**config.mk**
```make
export PLATFORM = sky130hd
export DESIGN_NAME = mp_add_seq
export DESIGN_NICKNAME = d
export VERILOG_FILES = /design/src/rtl/mp_add_seq_pkg.sv /design/src/rtl/mp_add_seq_add_slice.sv /design/src/rtl/mp_add_seq.sv
export SDC_FILE = /design/constraint.sdc
export NUM_CORES = 1
export LEC_CHECK = 0
export ABC_AREA = 1
export BUFFER_PORTS_ARGS = -buffer_cell sky130_fd_sc_hd__buf_2
export CELL_PAD_IN_SITES_DETAIL_PLACEMENT = 2
export CELL_PAD_IN_SITES_GLOBAL_PLACEMENT = 2
export CORE_MARGIN = 1
export CORE_UTILIZATION = 36
export DETAILED_ROUTE_END_ITERATION = 8
export GPL_ROUTABILITY_DRIVEN = 1
export PLACE_DENSITY_LB_ADDON = 0.08
export SLEW_MARGIN = 40
export SYNTH_ARGS = -nofsm -noshare
export SYNTH_HDL_FRONTEND = slang
export SYNTH_SLANG_ARGS = --single-unit
```
**constraint.sdc**
```tcl
create_clock -name clk -period 12.55 [get_ports clk]
set_input_delay 2.51 -clock clk [delete_from_list [all_inputs] [get_ports clk]]
set_output_delay 2.51 -clock clk [all_outputs]
set_load 0.01 [all_outputs]
```
**src/rtl/mp_add_seq_pkg.sv**
```systemverilog
// mp_add_seq_pkg
//   Shared constants and types for the multi-precision add/subtract sequencer.
//   - W_DEF / WORDS_DEF : default slice width and number of words per operand
//   - IDX_W_DEF         : width of the word index for the default configuration
//   - state_e           : sequencer state encoding (IDLE / RUN)
package mp_add_seq_pkg;

    localparam int W_DEF     = 8;
    localparam int WORDS_DEF = 4;
    localparam int IDX_W_DEF = $clog2(WORDS_DEF);

    typedef enum logic {
        IDLE = 1'b0,
        RUN  = 1'b1
    } state_e;

endpackage

```
**src/rtl/mp_add_seq_add_slice.sv**
```systemverilog
// add_slice
//   Purely combinational W-bit ripple-carry adder built from a full-adder chain.
//   Ports:
//     a, b : W-bit addends
//     ci   : carry in to bit 0
//     s    : W-bit sum
//     co   : carry out of bit W-1
module add_slice #(
    parameter int W = 8
) (
    input  logic [W-1:0] a,
    input  logic [W-1:0] b,
    input  logic         ci,
    output logic [W-1:0] s,
    output logic         co
);

    logic [W:0] c;

    always_comb begin
        c    = '0;
        s    = '0;
        c[0] = ci;
        for (int i = 0; i < W; i++) begin
            s[i]   = a[i] ^ b[i] ^ c[i];
            c[i+1] = (a[i] & b[i]) | (c[i] & (a[i] ^ b[i]));
        end
        co = c[W];
    end

endmodule

```
**src/rtl/mp_add_seq.sv**
```systemverilog
// mp_add_seq
//   Multi-precision add/subtract sequencer. One shared W-bit ripple adder
//   processes a WORDS*W-bit operation one word per cycle, LSW first, with the
//   carry held in a register between words.
//   Ports:
//     clk, rst_n      : clock (rising edge), asynchronous active-low reset
//     start, sub, cin : request, operation select (1 = a-b), carry-in for add
//     op_a, op_b      : full-width operands, captured on an accepted start
//     busy            : operation in progress
//     done            : one-cycle pulse when result/cout/ovf are valid
//     result          : sum or difference, held until the next accepted start
//     cout            : final carry out (for sub, 1 = no borrow)
//     ovf             : two's-complement signed overflow of the full result
module mp_add_seq
    import mp_add_seq_pkg::*;
#(
    parameter int W     = W_DEF,
    parameter int WORDS = WORDS_DEF
) (
    input  logic               clk,
    input  logic               rst_n,
    input  logic               start,
    input  logic               sub,
    input  logic [W*WORDS-1:0] op_a,
    input  logic [W*WORDS-1:0] op_b,
    input  logic               cin,
    output logic               busy,
    output logic               done,
    output logic [W*WORDS-1:0] result,
    output logic               cout,
    output logic               ovf
);

    localparam int N     = W * WORDS;
    localparam int IDX_W = $clog2(WORDS);
    localparam logic [IDX_W-1:0] LAST_IDX = IDX_W'(WORDS - 1);

    state_e             state_q,  state_d;
    logic [IDX_W-1:0]   idx_q,    idx_d;
    logic               carry_q,  carry_d;
    logic [N-1:0]       a_q,      a_d;
    logic [N-1:0]       b_q,      b_d;
    logic [N-1:0]       result_q, result_d;
    logic               cout_q,   cout_d;
    logic               ovf_q,    ovf_d;
    logic               done_q,   done_d;
    logic               busy_q,   busy_d;

    logic [W-1:0]       a_word;
    logic [W-1:0]       b_word;
    logic [W-1:0]       s_word;
    logic               s_co;

    // b_q already holds the effective operand (inverted for subtract), so the
    // slice never needs to know which operation is in flight.
    assign a_word = a_q[int'(idx_q)*W +: W];
    assign b_word = b_q[int'(idx_q)*W +: W];

    add_slice #(.W(W)) u_slice (
        .a  (a_word),
        .b  (b_word),
        .ci (carry_q),
        .s  (s_word),
        .co (s_co)
    );

    always_comb begin
        state_d  = state_q;
        idx_d    = idx_q;
        carry_d  = carry_q;
        a_d      = a_q;
        b_d      = b_q;
        result_d = result_q;
        cout_d   = cout_q;
        ovf_d    = ovf_q;
        busy_d   = busy_q;
        done_d   = 1'b0;

        case (state_q)
            IDLE: begin
                if (start) begin
                    a_d     = op_a;
                    // Subtract as a + ~b + 1; the +1 rides in on the carry register.
                    b_d     = sub ? ~op_b : op_b;
                    carry_d = sub ? 1'b1 : cin;
                    idx_d   = '0;
                    busy_d  = 1'b1;
                    state_d = RUN;
                end
            end
            RUN: begin
                result_d[int'(idx_q)*W +: W] = s_word;
                carry_d = s_co;
                idx_d   = idx_q + 1'b1;
                if (idx_q == LAST_IDX) begin
                    cout_d  = s_co;
                    // Signed overflow: operands share a sign that the sum does not.
                    ovf_d   = (a_word[W-1] == b_word[W-1]) && (s_word[W-1] != a_word[W-1]);
                    done_d  = 1'b1;
                    busy_d  = 1'b0;
                    idx_d   = '0;
                    state_d = IDLE;
                end
            end
            default: begin
                state_d = IDLE;
            end
        endcase
    end

    always_ff @(posedge clk or negedge rst_n) begin
        if (!rst_n) begin
            state_q  <= IDLE;
            idx_q    <= '0;
            carry_q  <= 1'b0;
            a_q      <= '0;
            b_q      <= '0;
            result_q <= '0;
            cout_q   <= 1'b0;
            ovf_q    <= 1'b0;
            done_q   <= 1'b0;
            busy_q   <= 1'b0;
        end else begin
            state_q  <= state_d;
            idx_q    <= idx_d;
            carry_q  <= carry_d;
            a_q      <= a_d;
            b_q      <= b_d;
            result_q <= result_d;
            cout_q   <= cout_d;
            ovf_q    <= ovf_d;
            done_q   <= done_d;
            busy_q   <= busy_d;
        end
    end

    assign busy   = busy_q;
    assign done   = done_q;
    assign result = result_q;
    assign cout   = cout_q;
    assign ovf    = ovf_q;

endmodule

```
======== Yosys cells after proc, flatten, opt, wreduce, memory -nomap -nowiden ========
Cells that the tools add are included.
word-level totals
  register bits ........................... 104
  word-level logic and storage cells ...... 83
cells by class
  add/sub/neg operators ................... 2
  equality and inequality tests ........... 5
  shifts and indexed selects .............. 4
  muxes and demuxes ....................... 16
  bitwise gates (word level) .............. 42
  reductions and logical operators ........ 4
operator list
  operator                 count
  $shiftx 32x6->8          2
  $neg 5->33               1
  $shift 8x33->32 const A  1
  $shiftx 8x33->32         1
  $bwmux 32                1
  $mux 32                  1
  $not 32->32              1
  $and 1x1->1              16
  $xor 1x1->1              16
  $mux 1                   8
  $or 1x1->1               8
  $pmux 1 s2               3
  $reduce_and 2->1         3
  $mux 2                   2
  $pmux 2 s2               1
  $add 2x1->2 const B      1
  $eq 2x2->1 const B       1
  $ne 2x1->1 const B       1
  $ne 2x2->1 const B       1
  $eq 1x1->1               1
  $logic_and 1x1->1        1
  $ne 1x1->1               1
  $not 1->1                1

======== Depth between registers and ports, before layout ========
  word-level depth ........................ 19
  gate-level depth with buffers ........... 19
  mapped depth without buffers ............ 17

======== Hierarchy ========
Synthesis repeated with hierarchy kept, for this count alone.
unflattened totals
  cells, all modules ...................... 573
  area total of the unflattened synthesis .. 4937.2 um2
modules (own cells, without submodules)
  module      instances  cells each  area each (um2)  sequential area each (um2)
  mp_add_seq  1          555         4739.5           2602.5
  add_slice   1          18          197.7            0.0

======== Least setup slack after synthesis ========
OpenSTA, ideal clock, no wires.
  path type ............................... flip-flop to flip-flop
  start ................................... register idx_q[0]
  end ..................................... register ovf_q (netlist: ovf)
  library setup time ...................... 0.117 ns
  data arrival time ....................... 3.919 ns
  required time ........................... 12.433 ns
  slack ................................... 8.514 ns
  stages on the path, launching flop included .. 20
  path buffers ............................ 2
  path through ............................ dfrtp_1 -> buf_4 -> inv_4 -> buf_2 -> nor2_1 -> o22ai_1 -> fa_1 -> fa_1 -> inv_1 -> fa_1 -> fa_1 -> fa_1 -> fa_1 -> inv_1 -> fa_1 -> fa_1 -> inv_1 -> nand2_1 -> nand3_1 -> nand2_1
between the ends
  cells in the longest elaborated chain, start to end .. 19
  elaborated cells on any way between the ends .. 37
RTL lines
  what                                       RTL line                            RTL
  start, declared                            mp_add_seq.sv:39                    logic [IDX_W-1:0] idx_q, idx_d;
  start signal, assigned                     mp_add_seq.sv:125                   idx_q <= idx_d;
  $shiftx 32x6->8, on equally long branches  mp_add_seq.sv:56, mp_add_seq.sv:57
  $xor 1x1->1                                mp_add_seq_add_slice.sv:26          c[i+1] = (a[i] & b[i]) | (c[i] & (a[i] ^ b[i]));
  $and 1x1->1                                mp_add_seq_add_slice.sv:26
  $or 1x1->1                                 mp_add_seq_add_slice.sv:26
  $and 1x1->1                                mp_add_seq_add_slice.sv:26
  $or 1x1->1                                 mp_add_seq_add_slice.sv:26
  $and 1x1->1                                mp_add_seq_add_slice.sv:26
  $or 1x1->1                                 mp_add_seq_add_slice.sv:26
  [3 not listed]                             --
  $or 1x1->1                                 mp_add_seq_add_slice.sv:26
  $and 1x1->1                                mp_add_seq_add_slice.sv:26
  $or 1x1->1                                 mp_add_seq_add_slice.sv:26
  $and 1x1->1                                mp_add_seq_add_slice.sv:26
  $or 1x1->1                                 mp_add_seq_add_slice.sv:26
  $xor 1x1->1                                mp_add_seq_add_slice.sv:25          s[i] = a[i] ^ b[i] ^ c[i];
  $ne 1x1->1                                 mp_add_seq.sv:98                    ovf_d = (a_word[W-1] == b_word[W-1]) && (s_word[W-1] != a_word[W-1]);
  $logic_and 1x1->1                          mp_add_seq.sv:98
  end signal, assigned                       mp_add_seq.sv:131                   ovf_q <= ovf_d;
  end, declared                              mp_add_seq.sv:45                    logic ovf_q, ovf_d;
Parallel ways exist; a longest one is shown, timed or not.
A chain may end at the register's enable or synchronous reset.

======== Worst setup path in the final report ========
  start ................................... register idx_q[1]
  end ..................................... register ovf_q (netlist: ovf)
The elaborated chain is that of the path after synthesis.

==> run metrics <==
Synth cell types=26; combinational power share=0.494; reg2reg end=ovf; Least-Margin Pin Slew=639 ps; CTS Buf Count=9; drt total wl=14,600 µm; Clk pwr share=0.172; worst-path cell chain=inv_2 > o21ai_0 > o22ai_1 > fa_1 > fa_1 > inv_1 > fa_1 > fa_1 > fa_1 > fa_1 > inv_1 > fa_1 > fa_1 > inv_1 > nand2_1 > nand3_1 > nand2_1; maximum clock insertion buffer count=2; dominant cell by count in the synthesized netlist=nand2_1; Worst R2R Path Depth=17; ys flop type=dfrtp_1; max-slew violations=0; Post-Place Worst Slack=7830 ps; count of state elements after synthesis=104; Int Pwr=0.932 mW; Initial Utilization=0.373; WL per Instance=17.9 µm; area taken by multi-input logic gates=2130 µm²; vias in the first global route=4,512; clk slew on worst S/H paths=70 ps; first-pass GRT wire length=24,000 µm; EDFF count, synth=0; RSZ-0062 raised after global routing=no; top cell type's share of synthesized area=0.520; register area share after synthesis=0.520; status=complete, no violations; Tcrit/Tclk final=0.375; vias per std cell=5.07; Starting DRT DRC Count=190; io pins=105; via count=4,118; Leakage Power=2.92 nW; Yosys top cell by area=dfrtp_1; setup tns final=0 ps; worst relative slew slack=0.574; r2r setup slk=7840 ps; Die Wd=120 µm; max-cap violation count=0; port bufs=104; Setup Crit Path Kind=register to register; YS warnings=0; initial antenna violation count=0; clock period minus worst slack=4710 ps; worst skew pair latency=350 ps; Hold WC Path Type=register to register; Clock Skews=7.41 ps; gpl congestion=0.734; final worst slack=7840 ps; Crit path required time=12,780 ps; cell depth of the worst setup path=17; Final ANT Viol Nets=0; layout cell share with drive strength beyond 1=0.218; Synth Instances=544; row count=42; Mean Syn Cell Area=9.20 µm²; HPWL Detailed=10,500 µm; 1st-pass router iterations=4; Hold-fix buffers, CTS=0; Post-CTS Setup Inserts=0; TritonCTS clock tree=done; Global Route Usage Sum=0.217; Die H=120 µm; CP arrival=4940 ps; critical path's slowest cell=dfrtp_1; Hold Fails Final Rpt=0; Critical R2R Launch=idx_q[1]; crit-path max cell delay=570 ps; cell family with most CP delay=adder cells; Worst setup EP type=register; largest net degree at the start of global routing=73; Sw Share=0.461; Core Box Area=13,400 µm²; fill count=1,520; die footprint=14,400 µm²; ranking of synthesized cells by area=dfrtp_1 (52%), nand2_1 (15%), o21ai_0 (6.4%); Max IR drop VDD=0.0940 mV; clock sink total=104; top cells by count, synth=nand2_1 (206), dfrtp_1 (104), o21ai_0 (64), xnor2_1 (32), nor2_1 (23); crit-path most repeated cell=fa_1; Root Driver=clkbuf_16; DRC violation count after routing=0; switching power=0.796 mW; hold path depth=2; sequential share of power=0.334; Crit Path Max Fanout=27; power density over cell area=294 nW/µm²; H-tree depth=3; Startpoint Class=register; gr ovfl total=0; hold path startpoint=result[0]; FMAX=0.212 GHz; critical path buffer and inverter count=4; Hold Path Sink=result[0]; Post-CTS Resized=0; final setup fails=0; async set or reset register ratio after synthesis=1.00; sequential cell area=2600 µm²; Syn-to-layout area delta=17.3%; Synth Cell Area=5000 µm²; ant diodes=0; Syn Nets=628; Nets=716
-- worst reg2reg max path: stages, from the launching register on --
cell,delay [ps]
dfrtp_1,570
inv_2,490
o21ai_0,180
o22ai_1,280
fa_1,240
fa_1,170
inv_1,50
fa_1,380
fa_1,390
fa_1,390
fa_1,370
inv_1,90
fa_1,190
fa_1,470
inv_1,130
nand2_1,60
nand3_1,70
nand2_1,80
-- per-stage QoR --
stage / area [µm²] / hold slack, ps / total power, mW / utilization / instances
finish: 5870 / 481 / 1.73 / 0.438 / 813
global route: 5870 / 500 / 1.88 / 0.438 / 813
CTS: 5870 / 486 / 1.76 / 0.438 / 813
detailed placement: 5560 / 468 / 1.45 / 0.415 / 797
global placement: 5560 / 460 / 1.41 / 0.415 / 797
floorplan: 5000 / 444 / 1.14 / - / 544
-- registers in the layout, indices dropped and copies added (netlist names) --
name     count
a_q         32
b_q         32
cout         1
state_q      1
carry_q      1
ovf          1
result      32
busy         1
done         1
idx_q        2
-- area by class of cell --
cell class                 count  share of cell area
clock buffer                  12              0.0437
tap                          176              0.0375
inverter                      14             0.00937
sequential                   104               0.443
clock inverter                 4             0.00895
multi-input combinational    396               0.363
timing repair buffer         107              0.0939
-- power by group through the flow --
stage | combinational, mW | sequential (mW) | clock (mW)
3_3_place_gp | 0.833 | 0.579 | 0
3_5_place_dp | 0.867 | 0.585 | 0
2_1_floorplan | 0.587 | 0.554 | 0
4_1_cts | 0.878 | 0.581 | 0.303
5_1_grt | 0.969 | 0.596 | 0.315
6_report | 0.854 | 0.578 | 0.297
-- cell families (layout without fill, tap and decap cells) --
family / after synthesis / in the layout / synth area share
flip-flops: 104 / 104 / 0.520
XOR/XNOR: 32 / 32 / 0.0560
buffers and inverters: 44 / 137 / 0.0535
AND/OR/NAND/NOR: 244 / 244 / 0.195
AO/OA/AOI/OAI: 105 / 105 / 0.126
adder cells (fa/ha/maj): 15 / 15 / 0.0495
-- placed cells by master (no fill, tap or decap), drive strengths merged, types with 7 or more instances in the layout --
master,Yosys,routed
nand2,208,208
buf,28,107
dfrtp,104,104
o21ai,72,72
xnor2,32,32
nor2,24,24
inv,14,14
clkbuf,2,12
nand3,11,11
o31ai,9,9
a21oi,8,8
a32o,8,8
fa,8,8
o22ai,7,7
ha,7,7
-- how the worst max path moves through the flow --
stage / startpoint / end / slack, ps
3_3_place_gp: idx_q[1] / ovf / 7950
4_1_cts: idx_q[1] / ovf / 7790
6_report: idx_q[1] / ovf / 7840
2_1_floorplan: idx_q[0] / ovf / 8510
3_5_place_dp: idx_q[0] / ovf / 7830
5_1_grt: idx_q[1] / ovf / 7440
-- layer usage --
metal  track usage  part of all wire
met4        0.0711             0.016
met2         0.385              0.53
met1         0.273              0.43
met3        0.0238             0.030
met5             0                 0
Note: power is estimated with default switching activity, not from simulation.
